<file path="config.mk">
export PLATFORM = sky130hd
export DESIGN_NAME = seq_cla_adder
export DESIGN_NICKNAME = d
export VERILOG_FILES = /design/src/rtl/seq_cla_adder_pkg.sv /design/src/rtl/seq_cla_adder_cla.sv /design/src/rtl/seq_cla_adder.sv
export SDC_FILE = /design/constraint.sdc
export NUM_CORES = 1
export LEC_CHECK = 0
export ABC_CLOCK_PERIOD_IN_PS = 3800
export BUFFER_PORTS_ARGS = -buffer_cell sky130_fd_sc_hd__buf_4
export CAP_MARGIN = 5
export CORE_MARGIN = 4
export CORE_UTILIZATION = 45
export DETAILED_ROUTE_END_ITERATION = 8
export PLACE_DENSITY = 0.67
export SLEW_MARGIN = 30
export SYNTH_ARGS = -nofsm -noshare
export SYNTH_HDL_FRONTEND = slang
export SYNTH_SLANG_ARGS = --single-unit
</file>
<file path="constraint.sdc">
create_clock -name clk -period 3.8 [get_ports clk]
set_input_delay 0.76 -clock clk [delete_from_list [all_inputs] [get_ports clk]]
set_output_delay 0.76 -clock clk [all_outputs]
set_load 0.02 [all_outputs]
</file>
<file path="src/rtl/seq_cla_adder_pkg.sv">
// Shared types and sizing helpers for the nibble-serial CLA adder.
package seq_add_pkg;

    typedef enum logic [1:0] {
        IDLE = 2'd0,
        RUN  = 2'd1,
        DONE = 2'd2
    } state_t;

    localparam int NIBBLE_W = 4;

    function automatic int idx_width(input int nibbles);
        return (nibbles <= 1) ? 1 : $clog2(nibbles);
    endfunction

endpackage

</file>
<file path="src/rtl/seq_cla_adder_cla.sv">
// 4-bit carry-lookahead adder: all internal carries from generate/propagate terms.
module cla (
    input  logic [3:0] A,
    input  logic [3:0] B,
    input  logic       Cin,
    output logic [3:0] S,
    output logic       Cout
);
    logic [3:0] g, p;
    logic [4:0] c;

    assign g = A & B;
    assign p = A ^ B;

    assign c[0] = Cin;
    assign c[1] = g[0] | (p[0] & Cin);
    assign c[2] = g[1] | (p[1] & g[0]) | (p[1] & p[0] & Cin);
    assign c[3] = g[2] | (p[2] & g[1]) | (p[2] & p[1] & g[0]) | (p[2] & p[1] & p[0] & Cin);
    assign c[4] = g[3] | (p[3] & g[2]) | (p[3] & p[2] & g[1]) | (p[3] & p[2] & p[1] & g[0])
                | (p[3] & p[2] & p[1] & p[0] & Cin);

    assign S    = p ^ c[3:0];
    assign Cout = c[4];
endmodule

</file>
<file path="src/rtl/seq_cla_adder.sv">
// WIDTH-bit add/sub built by time-sharing one 4-bit CLA over WIDTH/4 cycles, LSB nibble first.
module seq_cla_adder
    import seq_add_pkg::*;
#(
    parameter int WIDTH = 16
) (
    input  logic             clk,
    input  logic             rst,
    input  logic             in_valid,
    output logic             in_ready,
    input  logic [WIDTH-1:0] a,
    input  logic [WIDTH-1:0] b,
    input  logic             cin,
    input  logic             sub,
    output logic             out_valid,
    input  logic             out_ready,
    output logic [WIDTH-1:0] sum,
    output logic             cout,
    output logic             overflow,
    output logic             busy
);
    localparam int NIBBLES = WIDTH / NIBBLE_W;
    localparam int IDX_W   = idx_width(NIBBLES);
    localparam logic [IDX_W-1:0] LAST_IDX = IDX_W'(NIBBLES - 1);

    generate
        if ((WIDTH % NIBBLE_W) != 0 || WIDTH < NIBBLE_W) begin : g_bad_width
            $error("seq_cla_adder: WIDTH must be a multiple of 4 and >= 4");
        end
    endgenerate

    state_t              state_q, state_d;
    logic [WIDTH-1:0]    a_q, a_d, b_q, b_d, sum_q, sum_d;
    logic                carry_q, carry_d, cout_q, cout_d, ovf_q, ovf_d;
    logic [IDX_W-1:0]    idx_q, idx_d;
    logic [NIBBLE_W-1:0] nib_a, nib_b, cla_s;
    logic                cla_co;

    assign nib_a = a_q[idx_q*NIBBLE_W +: NIBBLE_W];
    assign nib_b = b_q[idx_q*NIBBLE_W +: NIBBLE_W];

    cla u_cla (
        .A   (nib_a),
        .B   (nib_b),
        .Cin (carry_q),
        .S   (cla_s),
        .Cout(cla_co)
    );

    always_comb begin
        state_d = state_q;
        a_d     = a_q;
        b_d     = b_q;
        sum_d   = sum_q;
        carry_d = carry_q;
        cout_d  = cout_q;
        ovf_d   = ovf_q;
        idx_d   = idx_q;
        case (state_q)
            IDLE: begin
                if (in_valid) begin
                    // Subtraction folds into the adder as A + ~B + 1.
                    a_d     = a;
                    b_d     = sub ? ~b : b;
                    carry_d = sub ? 1'b1 : cin;
                    idx_d   = '0;
                    state_d = RUN;
                end
            end
            RUN: begin
                sum_d[idx_q*NIBBLE_W +: NIBBLE_W] = cla_s;
                carry_d = cla_co;
                if (idx_q == LAST_IDX) begin
                    idx_d   = '0;
                    state_d = DONE;
                    cout_d  = cla_co;
                    ovf_d   = (a_q[WIDTH-1] == b_q[WIDTH-1]) && (cla_s[NIBBLE_W-1] != a_q[WIDTH-1]);
                end else begin
                    idx_d = idx_q + IDX_W'(1);
                end
            end
            DONE: begin
                if (out_ready) state_d = IDLE;
            end
            default: state_d = IDLE;
        endcase
    end

    always_ff @(posedge clk or posedge rst) begin
        if (rst) begin
            state_q <= IDLE;
            a_q     <= '0;
            b_q     <= '0;
            sum_q   <= '0;
            carry_q <= 1'b0;
            cout_q  <= 1'b0;
            ovf_q   <= 1'b0;
            idx_q   <= '0;
        end else begin
            state_q <= state_d;
            a_q     <= a_d;
            b_q     <= b_d;
            sum_q   <= sum_d;
            carry_q <= carry_d;
            cout_q  <= cout_d;
            ovf_q   <= ovf_d;
            idx_q   <= idx_d;
        end
    end

    assign in_ready  = (state_q == IDLE) && !rst;
    assign out_valid = (state_q == DONE);
    assign busy      = (state_q == RUN) || (state_q == DONE);
    assign sum       = sum_q;
    assign cout      = cout_q;
    assign overflow  = ovf_q;
endmodule

</file>
==> results.json <==
{
  "yosys_warnings": 0,
  "diodes": 0,
  "post-place-cells": 360,
  "fin_crit_ns": 2.73,
  "wirelength_mm": 5.35,
  "wl_per_cell_um": 14.5,
  "p_switching_mw": 1.27,
  "synth.most_common_cell": "dfrtp_1",
  "gp_congestion": 0.799,
  "tritoncts": "built",
  "drcViolationCount": 0,
  "rows": 28,
  "setup-violations-final": 0,
  "drt-initial-drc-count": 113,
  "worstPathArrival_ns": 2.94,
  "p_clk_frac": 0.117,
  "yosys_most_used_dff": "dfrtp_1",
  "grt_setup_unrepaired": "no",
  "clkSinkCount": 55,
  "via_count": 1891,
  "clk_pin_slew_ns": 0.09,
  "numPortBuffers": 58,
  "grt_pass1_wl_mm": 9.00,
  "postRouteAntennaNets": 0,
  "synth_cell_types": 33,
  "fin_tns_setup_ns": 0,
  "p_comb_frac": 0.541,
  "p_leak_nw": 1.54,
  "yosysSeqAreaShare": 0.502,
  "hp-class": "flip-flop to flip-flop",
  "cts_root_buf": "clkbuf_8",
  "final_cell_area_um2": 3340,
  "ios": 59,
  "finalCritPeriodShare": 0.717,
  "synth_edf_count": 0,
  "critPathKind": "flip-flop to flip-flop",
  "dr.pass1.iters": 4,
  "synth_top_family_by_area": "multiplexers",
  "layout-drive-gt1-share": 0.324,
  "die_w_um": 86.1,
  "yosysTopAreaCell": "dfrtp_1",
  "area_delta_synth_final_pct": 21.8,
  "syn_inst": 236,
  "fin_nets": 344,
  "critPathRequiredTime_ns": 4.01,
  "clk-insertion-delay-late_ns": 0.32,
  "p_per_area_nw_per_um2": 906,
  "power_frac_seq": 0.342,
  "fmax_mhz": 367,
  "n_fill_cell": 520,
  "worst_pin_slew_ns": 0.665,
  "endpoint_kind": "flip-flop",
  "synth-xor-area-share": 0.0575,
  "grt_max_degree": 56,
  "synthesis.area_um2": 2740,
  "maxSlewViolCount": 0,
  "fin_util": 0.564,
  "finClkSkew_ns": 0.00449,
  "run_status": "complete, no violations",
  "synth-compound-area-share": 0.118,
  "synthAdderAreaFrac": 0.0666,
  "groute.usage.overall": 0.155,
  "start_kind": "flip-flop",
  "critPathMaxFanout": 12,
  "ctsHoldBuffers": 0,
  "synth_top_area_share": 0.502,
  "syn-num-nets": 288,
  "cts_resized": 0,
  "routed_via_density": 5.14,
  "netlist_top_cells_count": "55 x dfrtp_1, 36 x nand2_1, 21 x o21ai_0, 18 x xnor2_1, 17 x mux2_2",
  "antenna_found_initial": 0,
  "irDropWorstVdd_v": 0.000477,
  "core_um2": 5920,
  "p_int_mw": 1.76,
  "dieArea_um2": 7410,
  "grt.overflow.total": 0,
  "synthArstFlopShare": 1.00,
  "synth_area_leaders": "dfrtp_1 50%, mux2_2 7.0%, mux4_2 6.6%",
  "yosys.area_share.simple": 0.0890,
  "placed_area_um2": 3240,
  "postCtsSetupBuffers": 0,
  "cts_max_level": 2,
  "synthMuxAreaShare": 0.139,
  "clk_path_buf_depth": 2,
  "maxSlewHeadroom": 0.556,
  "final-seq-area_um2": 1380,
  "avgSynthCellArea_um2": 11.6,
  "hold_viol": 0,
  "cts_made_buffers": 5,
  "synth-seq-cells": 55,
  "multiInputGateArea_um2": 1290,
  "start_util": 0.463,
  "maxCapViolations": 0,
  "dp.final_hpwl_mm": 4.05,
  "grt_pass1_vias": 1906,
  "die_height_um": 86.1,
  "stdcell_count": 368,
  "switching_share": 0.420
}
## power groups by stage
stage | Sequential, mW | Combinational (mW) | Clock, mW
after global placement | 1.05 | 1.62 | 0
after CTS | 1.04 | 1.66 | 0.359
after detailed placement | 1.05 | 1.66 | 0
final | 1.03 | 1.64 | 0.354
after global routing | 1.07 | 1.84 | 0.385
after floorplan | 1.04 | 1.18 | 0
## placed cells by master (no fill, tap or decap), drive strengths merged
cell,count
nor2,8
o21ai,21
a211oi,1
xnor2,18
clkbuf,8
ha,13
a221o,1
and4,1
nor3,3
o21a,1
mux2i,1
a31oi,1
o41ai,1
nand3,2
a32o,2
nand2,36
dfrtp,55
inv,7
a21boi,1
o31a,1
a21o,1
o31ai,6
nand2b,2
a22o,8
mux2,17
a21oi,4
nor2b,3
fa,1
mux4,8
buf,60
or3,1
## state kept, by name (all words and copies together) (netlist names)
| name | flops |
|---|---|
| overflow | 1 |
| cout | 1 |
| b_q | 16 |
| sum | 16 |
| carry_q | 1 |
| a_q | 16 |
| state_q | 2 |
| idx_q | 2 |
## per-layer routing
metal  part of all wire  vias to the layer above  GRT usage
met4             0.0065                        0     0.0317
met3              0.052                        5     0.0461
met1               0.45                      905      0.208
met5                  0                        -          0
met2               0.49                       41      0.250
li1                   -                      940          -
## layout make-up
type,instances,share of cell area
Timing Repair Buffer,60,0.135
Sequential cell,55,0.412
Inverter,7,0.00862
Clock buffer,8,0.0300
Tap cell,75,0.0281
Multi-Input combinational cell,163,0.386
## worst max-delay path, cell delays in order, from the launching register on
cell,delay [ns]
dfrtp_1,0.73
mux4_2,0.62
ha_1,0.33
a21o_1,0.19
and4_4,0.20
o31a_1,0.30
a221o_1,0.26
## worst paths after layout
kind,start,end,slack (ns),cells past startpoint
worst max register to register,idx_q[0],overflow,1.07,6
min in group asynchronous,rst,b_q[8],0.55,2
max in group asynchronous,rst,a_q[15],2.81,2
worst min register to register,b_q[14],b_q[14],0.48,2
worst min-delay path,b_q[14],b_q[14],0.48,2
worst max-delay path,idx_q[0],overflow,1.07,6
## logic make-up after synthesis
| group | Yosys count |
|---|---|
| mux | 26 |
| buf+inv | 18 |
| compound gates | 49 |
| simple gates | 56 |
| xor+xnor | 18 |
| flops | 55 |
| fa+ha+maj | 14 |
## through the flow
step	worst slack (ns)	hold WS (ns)	power (mW)
after floorplan	1.27	0.445	2.22
after global placement	1.08	0.462	2.67
after detailed placement	1.04	0.466	2.71
after CTS	1.00	0.488	3.06
after global routing	0.905	0.523	3.30
final	1.07	0.480	3.03
Power figures use the tool's default switching activity.
